File: src/rtl/inst_fetch.sv
// Instruction fetch stage: one outstanding req/ack fetch on the instruction bus,
// buffers the returned word and hands it to ID through a registered IF/ID boundary.
module inst_fetch (
    input  logic        clk,
    input  logic        rst,
    input  logic [31:0] pc_i,
    input  logic        ce_i,
    input  logic [5:0]  stall_i,
    input  logic        flush_i,
    output logic        mem_req_o,
    output logic [31:0] mem_addr_o,
    input  logic        mem_ack_i,
    input  logic [31:0] mem_data_i,
    output logic [31:0] id_pc_o,
    output logic [31:0] id_inst_o,
    output logic        stallreq_o
);

    typedef enum logic [1:0] {
        StIdle,
        StWait,
        StHold,
        StDrop
    } state_e;

    state_e      state_q, state_d;
    logic        mem_req_q, mem_req_d;
    logic [31:0] mem_addr_q, mem_addr_d;
    logic [31:0] pc_buf_q, pc_buf_d;
    logic [31:0] inst_buf_q, inst_buf_d;
    logic [31:0] id_pc_q, id_pc_d;
    logic [31:0] id_inst_q, id_inst_d;

    logic        if_hold;
    logic        id_hold;
    logic        handoff;

    // Only the IF/ID and ID hold bits matter to this stage.
    logic        unused_stall;
    assign unused_stall = ^{stall_i[5:3], stall_i[0]};

    assign if_hold = stall_i[1];
    assign id_hold = stall_i[2];
    assign handoff = (state_q == StHold) && !if_hold;

    always_comb begin
        state_d    = state_q;
        mem_req_d  = mem_req_q;
        mem_addr_d = mem_addr_q;
        pc_buf_d   = pc_buf_q;
        inst_buf_d = inst_buf_q;
        id_pc_d    = id_pc_q;
        id_inst_d  = id_inst_q;

        if (flush_i) begin
            id_pc_d   = '0;
            id_inst_d = '0;
            unique case (state_q)
                StIdle: state_d = StIdle;
                StWait: begin
                    // A request is never withdrawn before its ack, so an unacked
                    // fetch has to drain through DROP.
                    if (mem_ack_i) begin
                        mem_req_d = 1'b0;
                        state_d   = StIdle;
                    end else begin
                        state_d = StDrop;
                    end
                end
                StHold: state_d = StIdle;
                StDrop: begin
                    if (mem_ack_i) begin
                        mem_req_d = 1'b0;
                        state_d   = StIdle;
                    end
                end
                default: state_d = StIdle;
            endcase
        end else begin
            unique case (state_q)
                StIdle: begin
                    if (ce_i) begin
                        mem_req_d  = 1'b1;
                        mem_addr_d = pc_i;
                        state_d    = StWait;
                    end
                end
                StWait: begin
                    if (mem_ack_i) begin
                        inst_buf_d = mem_data_i;
                        pc_buf_d   = mem_addr_q;
                        mem_req_d  = 1'b0;
                        state_d    = StHold;
                    end
                end
                StHold: begin
                    if (!if_hold) begin
                        state_d = StIdle;
                    end
                end
                StDrop: begin
                    if (mem_ack_i) begin
                        mem_req_d = 1'b0;
                        state_d   = StIdle;
                    end
                end
                default: state_d = StIdle;
            endcase

            if (handoff) begin
                id_pc_d   = pc_buf_q;
                id_inst_d = inst_buf_q;
            end else if (if_hold && id_hold) begin
                id_pc_d   = id_pc_q;
                id_inst_d = id_inst_q;
            end else begin
                // IF/ID stalled alone, or nothing ready: push a bubble into ID.
                id_pc_d   = '0;
                id_inst_d = '0;
            end
        end
    end

    always_ff @(posedge clk) begin
        if (!rst) begin
            state_q    <= StIdle;
            mem_req_q  <= 1'b0;
            mem_addr_q <= '0;
            pc_buf_q   <= '0;
            inst_buf_q <= '0;
            id_pc_q    <= '0;
            id_inst_q  <= '0;
        end else begin
            state_q    <= state_d;
            mem_req_q  <= mem_req_d;
            mem_addr_q <= mem_addr_d;
            pc_buf_q   <= pc_buf_d;
            inst_buf_q <= inst_buf_d;
            id_pc_q    <= id_pc_d;
            id_inst_q  <= id_inst_d;
        end
    end

    assign mem_req_o  = mem_req_q;
    assign mem_addr_o = mem_addr_q;
    assign id_pc_o    = id_pc_q;
    assign id_inst_o  = id_inst_q;
    // Low in HOLD so the PC register advances on the same edge as the handoff.
    assign stallreq_o = rst && ce_i && (state_q != StHold);

endmodule

File: config.mk
export PLATFORM = sky130hd
export DESIGN_NAME = inst_fetch
export DESIGN_NICKNAME = d
export VERILOG_FILES = /design/src/rtl/inst_fetch.sv
export SDC_FILE = /design/constraint.sdc
export NUM_CORES = 1
export LEC_CHECK = 0
export ABC_AREA = 1
export BUFFER_PORTS_ARGS = -buffer_cell sky130_fd_sc_hd__buf_2
export CAP_MARGIN = 0
export CORE_ASPECT_RATIO = 2
export CORE_MARGIN = 2
export CORE_UTILIZATION = 53
export CTS_BUF_LIST = sky130_fd_sc_hd__clkbuf_4 sky130_fd_sc_hd__clkbuf_8
export CTS_CLUSTER_DIAMETER = 100
export DETAILED_ROUTE_END_ITERATION = 7
export PLACE_DENSITY_LB_ADDON = 0.3
export REMOVE_ABC_BUFFERS = 1
export SYNTH_ARGS = -nofsm -noshare
export SYNTH_HDL_FRONTEND = slang
export SYNTH_SLANG_ARGS = --single-unit
File: constraint.sdc
create_clock -name clk -period 1.4 [get_ports clk]
set_clock_uncertainty 0.05 [all_clocks]
set_input_delay 0.21 -clock clk [delete_from_list [all_inputs] [get_ports clk]]
set_output_delay 0.21 -clock clk [all_outputs]
set_load 0.03 [all_outputs]
==> run_results.csv <==
group,metric,value,unit
place,dp_hpwl,9.497,mm
cts,cts_root_buffer,"clkbuf_8",
critical_path,crit_path_max_fanout,2,
critical_path,path_depth,4,
finish,area_delta_synth_final,35.26,%
status,violations,"setup timing",
critical_path,reg2reg_to,"inst_buf_q[4]",
critical_path,cp.arrival,1.20,ns
power,p_leak,3.275,nW
global_routing,antenna_found_initial,0,
finish,drive_gt1_share,30.69,%
finish,final_cell_mix,"buf_2 (167), dfxtp_1 (161), nand2_1 (142)",
critical_path,cp_top_family,"flip-flops",
floorplanning,core_region_area,10950,µm²
worst_hold_path,min_path_type,"in -> reg",
detailed_routing,ant_nets,0,
synthesis,synth-compound-area-share,20.15,%
sta,fin_ws,-0.05520,ns
detailed_routing,wire_per_inst,14.40,µm
flow_run,cap_violations,0,
critical_path,r2r_setup_slack,0,ns
sta,maxSlewHeadroom,70.69,%
global_routing,grt_start_max_net_pins,65,
power,worst_ir_drop_vdd,934.4,µV
sta,finalHoldViolCount,0,
power,intPower,7.224,mW
power,switching_power,2.542,mW
cts,clk_latency,0.44,ns
power,power.total,9.765,mW
synthesis,ys_seq_area_share,54.73,%
critical_path,critPathKind,"reg -> out",
sta,slew_violations,0,
critical_path,crit_path_max_incr_delay,0.36,ns
cts,clock_sinks,163,
synthesis,synthMuxAreaShare,0,%
power,p_per_area,1211,nW/µm²
critical_path,reg2reg_depth,5,
sta,setup_viol,2,
power,clockPowerShare,37.0,%
finish,layout_commonest_cell,"buf_2",
detailed_routing,num_vias,5577,
power,p_seq_share,50.5,%
detailed_routing,first_pass_iters,4,
finish,fin_cells,1098,
detailed_routing,via_per_inst,5.079,
critical_path,cp-endpoint,"stallreq_o",
finish,fin_nets,1020,
global_routing,grt_first_pass_wirelength,25.37,mm
sta,rsz0062_at_grt,"yes",
critical_path,cp_cell_sequence,"buf_6 > nor2_4 > nor2_1 > buf_4",
cts,htreeDepth,4,
place,portBuffers,168,
detailed_routing,drc,0,
floorplanning,rows,54,
place,gp_congestion,0.8152,
critical_path,path_buf_inv,2,
status,outcome,"finished, violations left",
synthesis,ys_ff_latch,163,
synthesis,syn-cell-area,5962,µm²
detailed_routing,totalWireLength,15.81,mm
floorplanning,die_area,12160,µm²
cts,cts_buffer_depth,2,
synthesis,synth_cell_type_count,16,
sta,worst_pin_slew,0.4396,ns
critical_path,crit_start,"state_q[0]",
synthesis,synth_fa_ha_area_share,0,%
floorplanning,io_pins,173,
synthesis,synth_area_per_cell,8.178,µm²
synthesis,synth_top_family_by_area,"compound AO/OA/AOI/OAI gates",
critical_path,r2r_start,"state_q[1]",
cts,tritoncts,"yes",
global_routing,gr-total-overflow,0,
floorplanning,die-height,154.0,µm
power,combinationalPowerShare,12.4,%
synthesis,synth_cells,729,
synthesis,yosysWarningCount,0,
sta,min_period_over_period,103.9,%
finish,antenna_cells,0,
global_routing,grt.total_usage,26.06,%
place,dp_cells,1005,
cts,cts-buffers-inserted,17,
finish,fin_util,73.67,%
global_routing,grt_pass1_vias,5511,
sta,fmax,0.6872,GHz
synthesis,synthSimpleGateAreaFrac,18.03,%
detailed_routing,drtIter0Drc,298,
synthesis,synth_xor_area_share,0,%
floorplanning,fp.dieW,79.00,µm
power,switching_share,26.03,%
critical_path,worst_setup_path_start_kind,"flop",
critical_path,cp-end-kind,"primary output",
cts,clk_pin_slew,0.09,ns
critical_path,crit_required,1.14,ns
sta,fin_crit,1.455,ns
floorplanning,initial_core_util,54.47,%
critical_path,crit_slowest_cell,"dfxtp_4",
kinds of logic (layout without fill, tap and decap cells):
group / after synthesis / after routing
DFF: 163 / 163
AOI/OAI and AO/OA: 195 / 195
buffers and inverters: 90 / 319
and+or+nand+nor: 281 / 281
sequential cells by signal, indices dropped and copies added (netlist names):
name	cells
mem_addr_o	32
id_pc_o	32
id_inst_o	32
mem_req_o	1
pc_buf_q	32
inst_buf_q	32
state_q	2
area by class of cell:
type                       count  area (µm²)
timing repair buffer         247        1738
clock buffer                  21       276.5
fill                         855        2882
tap                          140       175.2
sequential                   163        3268
inverter                      40       150.1
multi-input combinational    476        2305
clock inverter                11       151.4
power groups by stage:
| stage | Combinational, mW | Clock [mW] | Sequential, mW |
|---|---|---|---|
| 3_3_place_gp | 0.991 | 0 | 5.03 |
| 3_5_place_dp | 1.02 | 0 | 5.05 |
| 6_report | 1.21 | 3.62 | 4.94 |
| 5_1_grt | 1.33 | 3.89 | 4.96 |
| 4_1_cts | 1.18 | 3.69 | 4.93 |
| 2_1_floorplan | 0.424 | 0 | 5.20 |
worst register-to-register path, stage by stage, from the launching register on:
cell	delay (ns)
dfxtp_2	0.34
nor2_2	0.22
nand3_2	0.17
buf_4	0.25
o21ai_0	0.21
nor2_1	0.07
how the worst min path moves through the flow:
stage / slack [ns] / endpoint / start / cells past startpoint
after floorplan: 0.28 / state_q[0] / rst / 2
after global placement: 0.39 / mem_addr_o[5] / mem_addr_o[5] / 2
after detailed placement: 0.40 / mem_addr_o[11] / mem_addr_o[11] / 2
after CTS: 0.0002 / mem_addr_o[17] / pc_i[17] / 3
after global routing: 0.004 / mem_addr_o[5] / pc_i[5] / 3
final: 0.01 / mem_addr_o[17] / pc_i[17] / 3
timing repair:
action / in CTS / in global routing
hold buffers: 57 / 0
gates cloned: 0 / 1
setup buffers: 2 / 1
gates resized for setup: 8 / 10
pin swaps: 1 / 1
endpoints found under the setup margin: 1 / 116
hold endpoints to repair: 57 / 0
cell usage after synthesis, drive strengths merged:
master / n / area, µm²
o21ai: 96 / 480.5
buf: 27 / 177.7
clkbuf: 23 / 95.09
nor2: 133 / 501.7
inv: 40 / 150.1
nor3: 1 / 16.27
dfxtp: 163 / 3263
nand2: 143 / 536.8
nand3: 4 / 20.02
a21oi: 99 / 720.7
through the flow:
stage               setup TNS, ns  worst slack [ns]  instance area (µm²)  hold WS (ns)
floorplan                 -153.44            -1.154                 5689        0.2807
global placement                0            0.1251                 6970        0.3912
detailed placement              0           0.01346                 6970        0.3976
CTS                      -0.06792          -0.06792                 8006     0.0002215
global route               -3.476           -0.1098                 8064      0.003906
finish                   -0.05924          -0.05520                 8064       0.01490
routing by layer:
layer / up-vias / track usage, % / share of wire, %
met1: 2552 / 28.90 / 39
met4: 0 / 14.20 / 4.1
met2: 218 / 45.44 / 52
li1: 2756 / - / -
met3: 51 / 5.458 / 5.2
met5: - / 0 / 0
(Power assumes the default switching activity.)
